`src/rtl/flt_field_unpack.sv`:
```
// flt_field_unpack: multi-cycle Start/Done unpacker for a parametrised
// binary float {sign, exp[EXP_W], frac[MAN_W]}. It returns the sign, the
// de-biased exponent, the significand with its hidden bit and a class flag.
// Subnormals are normalised one bit per cycle.
// Optional build macro INT_CONVERT_EN adds a CONV state and the saturating
// integer outputs int_out / sat.
module flt_field_unpack #(
  parameter int EXP_W = 5,
  parameter int MAN_W = 10,
  parameter int INT_W = 16
) (
  input  logic                   clk,
  input  logic                   rst_n,
  input  logic                   start,
  input  logic [EXP_W+MAN_W:0]   flt_in,
  output logic                   busy,
  output logic                   done,
  output logic                   sign,
  output logic [EXP_W:0]         exp,
  output logic [MAN_W:0]         mant,
  output logic                   is_zero,
  output logic                   is_sub,
  output logic                   is_inf,
  output logic                   is_nan
`ifdef INT_CONVERT_EN
  ,
  output logic signed [INT_W-1:0] int_out,
  output logic                    sat
`endif
);

  localparam int BIAS = 2**(EXP_W-1) - 1;
  localparam logic [EXP_W:0] BIAS_V  = (EXP_W+1)'(BIAS);
  localparam logic [EXP_W:0] EXP_INF = (EXP_W+1)'(BIAS + 1);
  localparam logic [EXP_W:0] EXP_SUB = (EXP_W+1)'(1 - BIAS);
  localparam logic [EXP_W:0] EXP_ONE = (EXP_W+1)'(1);

  // The smallest subnormal exponent (1-BIAS-MAN_W) must fit in EXP_W+1 bits.
  if (BIAS + MAN_W - 1 > 2**EXP_W) begin : g_bad_range
    $fatal(1, "flt_field_unpack: BIAS+MAN_W-1 exceeds 2**EXP_W");
  end
  if (INT_W < 2 || EXP_W < 2 || MAN_W < 1) begin : g_bad_width
    $fatal(1, "flt_field_unpack: field widths too small");
  end

  typedef enum logic [2:0] {
    S_IDLE,
    S_DECODE,
    S_NORM,
`ifdef INT_CONVERT_EN
    S_CONV,
`endif
    S_DONE
  } state_t;

  // State entered once the fields are final (decode or normalisation done).
`ifdef INT_CONVERT_EN
  localparam state_t S_POST = S_CONV;
`else
  localparam state_t S_POST = S_DONE;
`endif

  state_t state_reg, state_next;

  logic [EXP_W+MAN_W:0] flt_reg, flt_next;
  logic                 busy_reg, busy_next;
  logic                 done_reg, done_next;
  logic                 sign_reg, sign_next;
  logic [EXP_W:0]       exp_reg, exp_next;
  logic [MAN_W:0]       mant_reg, mant_next;
  logic                 zero_reg, zero_next;
  logic                 sub_reg, sub_next;
  logic                 inf_reg, inf_next;
  logic                 nan_reg, nan_next;
`ifdef INT_CONVERT_EN
  logic signed [INT_W-1:0] int_reg, int_next;
  logic                    sat_reg, sat_next;
  logic [INT_W-1:0]        conv_mag;
`endif

  logic             fld_sign;
  logic [EXP_W-1:0] fld_exp;
  logic [MAN_W-1:0] fld_frac;

  assign fld_sign = flt_reg[EXP_W+MAN_W];
  assign fld_exp  = flt_reg[MAN_W +: EXP_W];
  assign fld_frac = flt_reg[MAN_W-1:0];

  // State register; reset aborts any in-flight request.
  always_ff @(posedge clk or negedge rst_n) begin
    if (!rst_n) begin
      state_reg <= S_IDLE;
    end else begin
      state_reg <= state_next;
    end
  end

  // Next-state and datapath next values; every field holds unless updated.
  always_comb begin
    state_next = state_reg;
    flt_next   = flt_reg;
    busy_next  = busy_reg;
    done_next  = 1'b0;
    sign_next  = sign_reg;
    exp_next   = exp_reg;
    mant_next  = mant_reg;
    zero_next  = zero_reg;
    sub_next   = sub_reg;
    inf_next   = inf_reg;
    nan_next   = nan_reg;
`ifdef INT_CONVERT_EN
    int_next   = int_reg;
    sat_next   = sat_reg;
    conv_mag   = INT_W'(({{INT_W{1'b0}}, mant_reg} << exp_reg[EXP_W-1:0]) >> MAN_W);
`endif
    case (state_reg)
      S_IDLE: begin
        // Busy falls together with the Done pulse unless a new request lands.
        if (done_reg) begin
          busy_next = 1'b0;
        end
        if (start) begin
          flt_next   = flt_in;
          busy_next  = 1'b1;
          state_next = S_DECODE;
        end
      end
      S_DECODE: begin
        sign_next  = fld_sign;
        zero_next  = 1'b0;
        sub_next   = 1'b0;
        inf_next   = 1'b0;
        nan_next   = 1'b0;
        state_next = S_POST;
        if (fld_exp == '1) begin
          exp_next  = EXP_INF;
          mant_next = {1'b0, fld_frac};
          if (fld_frac == '0) begin
            inf_next = 1'b1;
          end else begin
            nan_next = 1'b1;
          end
        end else if (fld_exp == '0) begin
          if (fld_frac == '0) begin
            zero_next = 1'b1;
            exp_next  = '0;
            mant_next = '0;
          end else begin
            sub_next   = 1'b1;
            exp_next   = EXP_SUB;
            mant_next  = {1'b0, fld_frac};
            state_next = S_NORM;
          end
        end else begin
          exp_next  = {1'b0, fld_exp} - BIAS_V;
          mant_next = {1'b1, fld_frac};
        end
      end
      S_NORM: begin
        // Shift until the hidden-bit position is occupied; frac is non-zero.
        mant_next = {mant_reg[MAN_W-1:0], 1'b0};
        exp_next  = exp_reg - EXP_ONE;
        if (mant_reg[MAN_W-1]) begin
          state_next = S_POST;
        end
      end
`ifdef INT_CONVERT_EN
      S_CONV: begin
        state_next = S_DONE;
        if (nan_reg) begin
          int_next = '0;
          sat_next = 1'b1;
        end else if (inf_reg || ($signed(exp_reg) >= INT_W - 1)) begin
          int_next = sign_reg ? {1'b1, {(INT_W-1){1'b0}}} : {1'b0, {(INT_W-1){1'b1}}};
          sat_next = 1'b1;
        end else if (zero_reg || exp_reg[EXP_W]) begin
          int_next = '0;
          sat_next = 1'b0;
        end else begin
          int_next = sign_reg ? -$signed(conv_mag) : $signed(conv_mag);
          sat_next = 1'b0;
        end
      end
`endif
      S_DONE: begin
        done_next  = 1'b1;
        state_next = S_IDLE;
      end
      default: begin
        state_next = S_IDLE;
      end
    endcase
  end

  // Datapath and output registers; all clear on reset.
  always_ff @(posedge clk or negedge rst_n) begin
    if (!rst_n) begin
      flt_reg  <= '0;
      busy_reg <= 1'b0;
      done_reg <= 1'b0;
      sign_reg <= 1'b0;
      exp_reg  <= '0;
      mant_reg <= '0;
      zero_reg <= 1'b0;
      sub_reg  <= 1'b0;
      inf_reg  <= 1'b0;
      nan_reg  <= 1'b0;
`ifdef INT_CONVERT_EN
      int_reg  <= '0;
      sat_reg  <= 1'b0;
`endif
    end else begin
      flt_reg  <= flt_next;
      busy_reg <= busy_next;
      done_reg <= done_next;
      sign_reg <= sign_next;
      exp_reg  <= exp_next;
      mant_reg <= mant_next;
      zero_reg <= zero_next;
      sub_reg  <= sub_next;
      inf_reg  <= inf_next;
      nan_reg  <= nan_next;
`ifdef INT_CONVERT_EN
      int_reg  <= int_next;
      sat_reg  <= sat_next;
`endif
    end
  end

  assign busy    = busy_reg;
  assign done    = done_reg;
  assign sign    = sign_reg;
  assign exp     = exp_reg;
  assign mant    = mant_reg;
  assign is_zero = zero_reg;
  assign is_sub  = sub_reg;
  assign is_inf  = inf_reg;
  assign is_nan  = nan_reg;
`ifdef INT_CONVERT_EN
  assign int_out = int_reg;
  assign sat     = sat_reg;
`endif

endmodule

```
`config.mk`:
```
export PLATFORM = sky130hd
export DESIGN_NAME = flt_field_unpack
export DESIGN_NICKNAME = d
export VERILOG_FILES = /design/src/rtl/flt_field_unpack.sv
export SDC_FILE = /design/constraint.sdc
export NUM_CORES = 1
export LEC_CHECK = 0
export CORE_UTILIZATION = 51
export CTS_CLUSTER_DIAMETER = 200
export DETAILED_ROUTE_END_ITERATION = 6
export GPL_TIMING_DRIVEN = 0
export PLACE_DENSITY_LB_ADDON = 0.15
export SETUP_SLACK_MARGIN = 0.4
export SYNTH_ARGS = -nofsm -noshare
export SYNTH_HDL_FRONTEND = slang
export SYNTH_SLANG_ARGS = --single-unit
export TNS_END_PERCENT = 30
```
`constraint.sdc`:
```
create_clock -name clk -period 2.1 [get_ports clk]
set_input_delay 0.21 -clock clk [delete_from_list [all_inputs] [get_ports clk]]
set_output_delay 0.21 -clock clk [all_outputs]
set_load 0.005 [all_outputs]
```
---- Yosys cells after proc, flatten, opt, wreduce, memory -nomap -nowiden ----
Cells that the tools add are included.
word-level totals
  memories kept ........................... 0
  logic and storage cells ................. 52
  register bits after elaboration ......... 43
  bits in writable memories ............... 0
  bits in read-only memories .............. 0
  bits of input ports ..................... 19
  latch bits .............................. 0
operators by class
  $lt $le $gt $ge ......................... 0
  multiply operators ...................... 0
  eq/ne operators ......................... 6
  bitwise gates (word level) .............. 0
  div/mod/pow operators ................... 0
  multiplexer cells ....................... 25
  shift-type cells ........................ 0
  reductions and logical operators ........ 8
  add/sub/neg operators ................... 2
operator list
  operator                                          count
  2-to-1 mux 11 bit                                 2
  one-hot mux 11 bit (2 select lines)               1
  2-to-1 mux 6 bit                                  3
  2-to-1 mux 1 bit                                  14
  one-hot mux 6 bit (2 select lines)                1
  logical NOT 10 bit                                1
  2-to-1 mux 10 bit                                 1
  one-hot mux 3 bit (3 select lines)                1
  == test 3 x 2 -> 1 bit, second input constant     2
  2-to-1 mux 3 bit                                  2
  AND reduction 2 bit                               3
  subtractor 5 x 4 -> 6 bit, second input constant  1
  subtractor 6 x 1 -> 6 bit, second input constant  1
  == test 5 bit, second input constant              1
  logical NOT 5 bit                                 1
  != test 2 bit, second input constant              2
  nonzero test 2 bit                                2
  == test 3 x 1 -> 1 bit, second input constant     1
  logical NOT 3 bit                                 1

---- Depth between registers and ports, before layout ----
  depth after elaboration ................. 5
  mapped depth ............................ 7
  depth with buffers taken out ............ 6

---- Worst setup path before layout ----
Ideal clock, no wire load.
  kind .................................... reg-to-reg
  start point ............................. register flt_reg[10]
  end point ............................... register exp_reg[5], in the netlist exp[5]
  data required time ...................... 2.010 ns
  period minus slack after synthesis ...... 1.877 ns
  cell stages (with the launch flop) ...... 7
  setup slack ............................. 0.223 ns
  arrival ................................. 1.787 ns
  path through ............................ dfrtp_1 -> ha_1 -> and3_2 -> ha_1 -> nor3b_1 -> o21ai_1 -> o221ai_1
on the way
  word-level cells in the longest chain between the ends .. 4
  elaborated cells on any way between the ends .. 6
  classes of those cells .................. add/sub (1); eq/ne (1); mux (3); reduce/logical (1)
RTL lines
  item                                                                   RTL line  RTL
  from (decl)                                                            65        logic [EXP_W+MAN_W:0] flt_reg, flt_next;
  from (signal assigned)                                                 213       flt_reg <= flt_next;
  subtractor 5 x 4 -> 6 bit / logical NOT 5 bit (equally long branches)  155, 143
  2-to-1 mux 6 bit                                                       143       end else if (fld_exp == '0) begin
  2-to-1 mux 6 bit (*)                                                   135       if (fld_exp == '1) begin
  one-hot mux 6 bit (2 select lines) (*)                                 116       case (state_reg)
  to (signal assigned)                                                   217       exp_reg <= exp_next;
  to (decl)                                                              69        logic [EXP_W:0] exp_reg, exp_next;
Every way passes the cells marked *; elsewhere a longest branch is shown, timed or not.
A chain may end at the register's enable or synchronous reset.

---- Worst setup path in the final report ----
  start point ............................. register flt_reg[11]
  end point ............................... register state_reg[0]
on the way
  word-level cells in the longest chain between the ends .. 4
  elaborated cells on any way between the ends .. 5
  classes of those cells .................. eq/ne (1); mux (3); reduce/logical (1)
RTL lines
  item                                    RTL line  RTL
  logical NOT 5 bit                       143
  2-to-1 mux 1 bit                        143
  2-to-1 mux 1 bit (*)                    135
  one-hot mux 3 bit (3 select lines) (*)  116
  to (signal assigned)                    94        state_reg <= state_next;
  to (decl)                               63        state_t state_reg, state_next;
Marked as above.

==> results_dict.tcl <==
set metrics [dict create \
    cts_made_buffers 5 \
    required_ns 2.28 \
    syn_inst 184 \
    grt_max_degree 43 \
    synth_top_area_frac 0.509 \
    ir_drop_mv 0.950 \
    finalCritPeriodShare 0.859 \
    n_antenna_cell 0 \
    path_max_fanout 4 \
    startpoint_type "register" \
    slew_headroom 0.377 \
    syn-num-nets 212 \
    wirelength_um 4830 \
    fmax_ghz 0.554 \
    min_period_ns 1.80 \
    wire_per_inst_um 16.5 \
    synth_edf_count 0 \
    grt_setup_unrepaired "yes" \
    clockBufferDepth 2 \
    clock_skew_ns 0.00650 \
    syn_area_um2 2060 \
    place_congestion 0.850 \
    via_per_inst 5.68 \
    async_reset_ff_frac 1.00 \
    hp-class "input port to async pin" \
    dieWidth_um 65.6 \
    nets 271 \
    status "completed" \
    cts_sinks 42 \
    ys.flop_type "dfrtp_1" \
    syn_area_per_cell_um2 11.2 \
    rows 22 \
    synth_most_common_cell "dfrtp_1" \
    finalHoldViolCount 0 \
    power_density_nw_per_um2 1710 \
    critPathArrivalTime_ns 1.98 \
    hpwlAfterDp_um 3170 \
    n_fill_cell 228 \
    die_h_um 65.6 \
    die_area_um2 4300 \
    grt_pass1_wl_um 7580 \
    yosysSeqAreaShare 0.509 \
    yosysWarnings 0 \
    cts_tree "built" \
    ys_seq_elements 42 \
    core_area_um2 3770 \
    drv_cap 0 \
    synth.top_cells.by_area "dfrtp_1 (51%), mux2_2 (9.8%), ha_1 (5.5%)" \
    whs_ns 0.0551 \
    initial_core_util 0.547 \
    first_global_vias 1686 \
    path_clk_slew_ns 0.08 \
    ios 43 \
    synthToLayoutAreaGrowth_pct 36.8 \
    num_vias 1659 \
    tightestPinTransition_ns 0.935 \
    first_iter_violations 87 \
    drtAntennaViolNets 0 \
    largest_register_ffs 16 \
    drc_errors 0 \
    finalSetupViolations 0 \
    antenna_found_initial 0 \
    worst-r2r-cell-count 7 \
    cts.hold.buffers_added 0 \
    synth_cell_types 42 \
    drt_first_pass_iters 6 \
    drive_gt1_frac 0.254 \
    grtUsageTotal 0.237 \
    grt_overflow_total 0 \
    clk_latency_ns 0.29 \
    yosys.area.top_type "dfrtp_1" \
    numPortBuffers 42 \
    htree_levels 2 \
    ys_top_cells_by_count "dfrtp_1 (42), mux2_2 (18), inv_1 (13), nor2_1 (13), a21oi_1 (12)" \
    p_leak_nw 1.21 \
    slew_violations 0 \
    criticalPathCategory "register to register" \
    cp-end-kind "register" \
    root_buffer "clkbuf_8" \
    tns_ns 0 \
]
## timing repair
action,in CTS,in global routing
buffers inserted,6,4
resized for setup,17,17
pin swaps,1,6
endpoints found under the setup margin,29,28
## cells in the final DEF (no fill, tap or decap), drive strengths merged, types with 2 or more instances in the layout
master	count
dfrtp	42
clkdlybuf4s50	41
mux2	18
buf	16
nor2	14
inv	13
a21oi	12
o21ai	11
clkbuf	11
mux2i	10
ha	9
nand2	8
nand3	7
nor2b	4
nor4	2
o2bb2ai	2
o22ai	2
## kinds of logic after synthesis
kind of cell / Yosys count / share of synthesized area
AOI/OAI and AO/OA: 38 / 0.120
xor gates and xnor gates: 2 / 0.00849
adders and majority gates: 9 / 0.0546
buffers and inverters: 22 / 0.0443
DFF: 42 / 0.509
muxes: 28 / 0.147
and+or+nand+nor: 43 / 0.116
## path summary, 6_finish.rpt
check / start / to / slack (ns)
max reg2reg: flt_reg[11]$_DFFE_PN0P_ / state_reg[0]$_DFFE_PN0P_ / 0.30
min reg2reg: busy$_DFFE_PN0P_ / busy$_DFFE_PN0P_ / 0.48
min in group clk: busy$_DFFE_PN0P_ / busy$_DFFE_PN0P_ / 0.48
max in group asynchronous: rst_n / state_reg[0]$_DFFE_PN0P_ / 1.41
max: flt_reg[11]$_DFFE_PN0P_ / state_reg[0]$_DFFE_PN0P_ / 0.30
min: rst_n / is_zero$_DFFE_PN0P_ / 0.06
## final cells by class
cell class / count / area (um2) / area share
clock inverters: 1 / 30.0 / 0.0106
plain buffers: 9 / 75.1 / 0.0266
inverters: 13 / 48.8 / 0.0173
repair buffers: 52 / 494 / 0.175
clock buffers: 7 / 76.3 / 0.0270
flip-flops and latches: 42 / 1050 / 0.373
well taps: 48 / 60.1 / 0.0213
multi-input cells: 120 / 986 / 0.349
## routing by layer
| layer | part of all wire | vias up | GRT usage |
|---|---|---|---|
| li1 | - | 773 | - |
| met1 | 0.40 | 816 | 0.271 |
| met2 | 0.53 | 55 | 0.432 |
| met3 | 0.049 | 15 | 0.0469 |
| met4 | 0.023 | 0 | 0.0924 |
| met5 | 0 | - | 0 |
## critical path, cell delays in order, from the launching register on
cell	delay [ns]
dfrtp_1	0.41
inv_1	0.11
ha_4	0.14
or4b_4	0.46
buf_6	0.16
nor2_8	0.08
a2111oi_2	0.07
a221o_1	0.26
## metrics by stage
stage               utilization  std cells  setup WS, ns  total power, mW  instance area (um2)
finish                    0.749        292         0.295             4.82                 2820
global route              0.749        292         0.252             5.16                 2820
CTS                       0.728        288         0.333             4.62                 2740
detailed placement        0.675        274      -0.00956             3.79                 2540
global placement          0.676        274        -0.153             3.67                 2550
floorplan                     -        184         0.374             2.91                 2070
## report_power, final
part | internal [mW] | switching (mW)
clock network | 0.356 | 0.269
logic | 1.41 | 1.20
registers | 1.22 | 0.373
(Power assumes the default switching activity.)
